===== src/rtl/led_step_timer.sv =====
// Input conditioning and step-rate generation for the LED pattern stage:
// synchronises and debounces SPEED/MODE and produces a one-cycle STEP enable.
module led_step_timer #(
  parameter int SLOW_DIV        = 6000000,
  parameter int FAST_DIV        = 1500000,
  parameter int DEBOUNCE_CYCLES = 120000,
  parameter int SYNC_STAGES     = 2
) (
  input  logic CLOCK,
  input  logic RESET,
  input  logic SPEED_IN,
  input  logic MODE_IN,
  output logic SPEED,
  output logic MODE,
  output logic MODE_CHG,
  output logic STEP
);

  localparam int CW = $clog2(DEBOUNCE_CYCLES + 1);
  localparam int DW = $clog2(SLOW_DIV);
  localparam logic [CW-1:0] DB_LIM   = CW'(DEBOUNCE_CYCLES - 1);
  localparam logic [DW-1:0] SLOW_LIM = DW'(SLOW_DIV - 1);
  localparam logic [DW-1:0] FAST_LIM = DW'(FAST_DIV - 1);

  // Bit 0 carries SPEED, bit 1 carries MODE.
  logic [1:0] raw_in;
  logic [1:0] stable;
  logic [1:0] chg_evt;

  assign raw_in = {MODE_IN, SPEED_IN};

  genvar gi;
  generate
    for (gi = 0; gi < 2; gi++) begin : g_in
      logic [SYNC_STAGES-1:0] sync_reg;
      logic [CW-1:0]          cnt_reg;
      logic                   stable_reg;
      logic                   sync_bit;

      assign sync_bit    = sync_reg[SYNC_STAGES-1];
      // Change accepted on the same edge the counter would reach its limit.
      assign chg_evt[gi] = (sync_bit != stable_reg) && (cnt_reg == DB_LIM);
      assign stable[gi]  = stable_reg;

      always_ff @(posedge CLOCK) begin
        if (RESET) begin
          sync_reg   <= '0;
          cnt_reg    <= '0;
          stable_reg <= 1'b0;
        end else begin
          sync_reg <= {sync_reg[SYNC_STAGES-2:0], raw_in[gi]};
          if (sync_bit == stable_reg) begin
            cnt_reg <= '0;
          end else if (cnt_reg == DB_LIM) begin
            stable_reg <= sync_bit;
            cnt_reg    <= '0;
          end else begin
            cnt_reg <= cnt_reg + 1'b1;
          end
        end
      end
    end
  endgenerate

  logic [DW-1:0] div_reg;
  logic [DW-1:0] div_next;
  logic [DW-1:0] limit;
  logic          step_reg;
  logic          step_next;
  logic          mode_chg_reg;

  assign limit = stable[0] ? FAST_LIM : SLOW_LIM;

  // A rate change restarts the period without emitting a step.
  always_comb begin
    div_next  = div_reg + 1'b1;
    step_next = 1'b0;
    if (chg_evt[0]) begin
      div_next = '0;
    end else if (div_reg >= limit) begin
      div_next  = '0;
      step_next = 1'b1;
    end
  end

  always_ff @(posedge CLOCK) begin
    if (RESET) begin
      div_reg      <= '0;
      step_reg     <= 1'b0;
      mode_chg_reg <= 1'b0;
    end else begin
      div_reg      <= div_next;
      step_reg     <= step_next;
      mode_chg_reg <= chg_evt[1];
    end
  end

  assign SPEED    = stable[0];
  assign MODE     = stable[1];
  assign MODE_CHG = mode_chg_reg;
  assign STEP     = step_reg;

endmodule


===== config.mk =====
export PLATFORM = sky130hd
export DESIGN_NAME = led_step_timer
export DESIGN_NICKNAME = d
export VERILOG_FILES = /design/src/rtl/led_step_timer.sv
export SDC_FILE = /design/constraint.sdc
export NUM_CORES = 1
export LEC_CHECK = 0
export CAP_MARGIN = 10
export CORE_AREA = 2 2 99 101
export CTS_BUF_LIST = sky130_fd_sc_hd__clkbuf_8
export CTS_CLUSTER_DIAMETER = 80
export DETAILED_ROUTE_END_ITERATION = 8
export DIE_AREA = 0 0 101 103
export SLEW_MARGIN = 20
export SYNTH_ARGS = -nofsm -noshare
export SYNTH_HDL_FRONTEND = slang
export SYNTH_SLANG_ARGS = --single-unit

===== constraint.sdc =====
create_clock -name CLOCK -period 2.5 [get_ports CLOCK]
set_input_delay 0.5 -clock CLOCK [delete_from_list [all_inputs] [get_ports CLOCK]]
set_output_delay 0.5 -clock CLOCK [all_outputs]
set_load 0.1 [all_outputs]

==> flow_summary.json <==
{
  "fillers": 944,
  "row_count": 36,
  "routed_wl_um": 5640,
  "synth_area_um2": 3180,
  "period_share": 0.888,
  "fmax_ghz": 0.450,
  "arrival_ps": 2450,
  "final_nets": 377,
  "synthArstFlopShare": 0,
  "wl_per_cell_um": 11.8,
  "synth-main-ff-cell": "dfxtp_1",
  "dpl.hpwl_um": 3920,
  "io_buffers": 7,
  "cts_hold_buf": 0,
  "p_leak_uw": 0.00121,
  "tightest_slew_ps": 788,
  "reg2reg_from": "SPEED",
  "cp.required_ps": 2730,
  "min_period_ps": 2220,
  "cts_resized": 0,
  "relSlewSlack": 0.475,
  "power_density_nw_per_um2": 550,
  "dieHeight_um": 103,
  "path_clk_slew_ps": 70,
  "drcViolationCount": 0,
  "drt_iter0_drc": 57,
  "path_max_fanout": 15,
  "die_w_um": 101,
  "cts_htree_levels": 3,
  "antenna_found_initial": 0,
  "place.gp.congestion": 0.777,
  "grt_use_total": 0.117,
  "pre_cts_slack_ps": 247,
  "first_global_vias": 2250,
  "synth-seq-cells": 65,
  "core_um2": 9460,
  "startpoint_type": "flip-flop",
  "ir_drop_mv": 0.187,
  "largest_reg_flops": 34,
  "fin_ws_ps": 279,
  "overflow": 0,
  "setup_tns_ps": 0,
  "fp.dieArea_um2": 10400,
  "rsz0062_at_grt": "false",
  "postCtsSetupRepairBufs": 0,
  "clockBufferDepth": 2,
  "final_cells": 479,
  "ys_warn_count": 0,
  "dp.cells": 463,
  "grt_max_degree": 25,
  "hold_viol_final": 0,
  "yosysUniqueCellTypes": 40,
  "whs_ps": 446,
  "min_path_type": "flip-flop to flip-flop",
  "drive_above_1_share": 0.142,
  "antennaDiodeCount": 0,
  "max-cap-violations": 0,
  "worstSetupEndpointType": "flip-flop",
  "clk_latency_ps": 340,
  "synth_edf_count": 0,
  "start_util": 0.336,
  "drtPass1Iterations": 4,
  "ys_seq_area_frac": 0.409,
  "hp-start": "g_in[0].sync_reg[0]",
  "grt_pass1_wl_um": 9650,
  "syn_to_final_growth_pct": 10.9,
  "routed_via_density": 4.84,
  "cts_buffers": 9,
  "cts_sinks": 65,
  "finClkSkew_ps": 5.58,
  "ant_nets": 0,
  "num_vias": 2317,
  "cts_tree": "done",
  "crit_start": "SPEED",
  "syn_nets": 365,
  "setup_viol": 0,
  "syn_area_per_cell_um2": 9.14,
  "critPathKind": "flip-flop to flip-flop",
  "cts_root_buffer": "clkbuf_8",
  "status": "complete, no violations",
  "fin_util": 0.373,
  "drv_slew": 0,
  "postSynthCellCount": 348,
  "pin_count": 8
}
## cell usage after synthesis, types with 4 or more instances
library cell  instances  area share
and4_1                7       0.019
nor2b_1               4      0.0079
nor3_1                6      0.0094
nand4_1              13       0.026
nor2_2               10       0.020
buf_2                 6      0.0094
nand2_1              34       0.040
xnor2_1              33       0.091
buf_6                 4       0.014
and3_1                8       0.016
ha_1                 13       0.051
nor3b_2               9       0.035
nand3_1              18       0.028
dfxtp_1              65        0.41
xor2_1               19       0.052
a21oi_1               5      0.0079
inv_1                10       0.012
nor2_1               53       0.063
## power by group
part	switching (µW)	internal, µW	leakage (µW)	total, µW
sequential	6.27	1040	0.000525	1050
clock	401	451	0.000102	852
combinational	21.3	18.8	0.000586	40.1
## stage by stage
step | total power, µW | cell area, µm²
after floorplan | 1100 | 3180
after global placement | 1110 | 3340
after detailed placement | 1110 | 3340
after CTS | 1970 | 3530
after global routing | 2020 | 3530
final | 1940 | 3530
## kinds of logic after synthesis
| group | Yosys count | share of synthesized area |
|---|---|---|
| flops | 65 | 0.409 |
| simple gates | 182 | 0.321 |
| fa+ha+maj | 13 | 0.0511 |
| xor+xnor | 52 | 0.143 |
| mux | 1 | 0.00315 |
| compound gates | 14 | 0.0346 |
| buf+inv | 21 | 0.0378 |
## cells in the final DEF, fill, tap and decap left out, types with 2 or more instances in the layout
cell type and instances:
nor2b_1 4, nor3_1 6, buf_4 9, nand3_1 18
and2_1 3, or3_1 2, clkinv_2 2, nor3b_2 9
xnor2_1 33, nor2_2 10, a21oi_1 5, nor3b_1 3
nand4b_1 3, nand4_1 13, and3_1 8, xor2_1 19
nor3_2 2, ha_1 13, dfxtp_1 64, inv_1 12
clkdlybuf4s50_1 3, clkbuf_8 9, and4_1 7, o21ai_0 2
nand2_1 34, nor2_1 53
## per-layer routing
layer,GRT usage,vias up,part of all wire
li1,-,1197,-
met1,0.140,1083,0.49
met2,0.194,29,0.47
met3,0.0386,8,0.032
met4,0.0520,0,0.012
met5,0,-,0
## layout make-up
type | instances | area (µm²) | area share
repair buffers | 12 | 97.6 | 0.0277
clock buffers | 9 | 124 | 0.0351
clock inverters | 7 | 63.8 | 0.0181
inverters | 10 | 37.5 | 0.0106
well taps | 114 | 143 | 0.0404
multi-input cells | 262 | 1760 | 0.499
flip-flops and latches | 65 | 1300 | 0.369
## path summary, 6_finish.rpt
| check | slack [ps] | to | cells after the start |
|---|---|---|---|
| worst max-delay path | 280 | div_reg[12] | 8 |
| worst min-delay path | 450 | g_in[0].sync_reg[1] | 1 |
| worst max register to register | 280 | div_reg[12] | 8 |
| worst min register to register | 450 | g_in[0].sync_reg[1] | 1 |
## worst max-delay path, cell delays in order (launching register included)
cell and delay (ps):
dfxtp_2 450, inv_1 140, ha_1 320, nand4b_1 150
nor4b_2 330, a211oi_2 140, o31ai_4 190, buf_4 290
nor3b_1 90
Note: power is estimated with default switching activity, not from simulation.
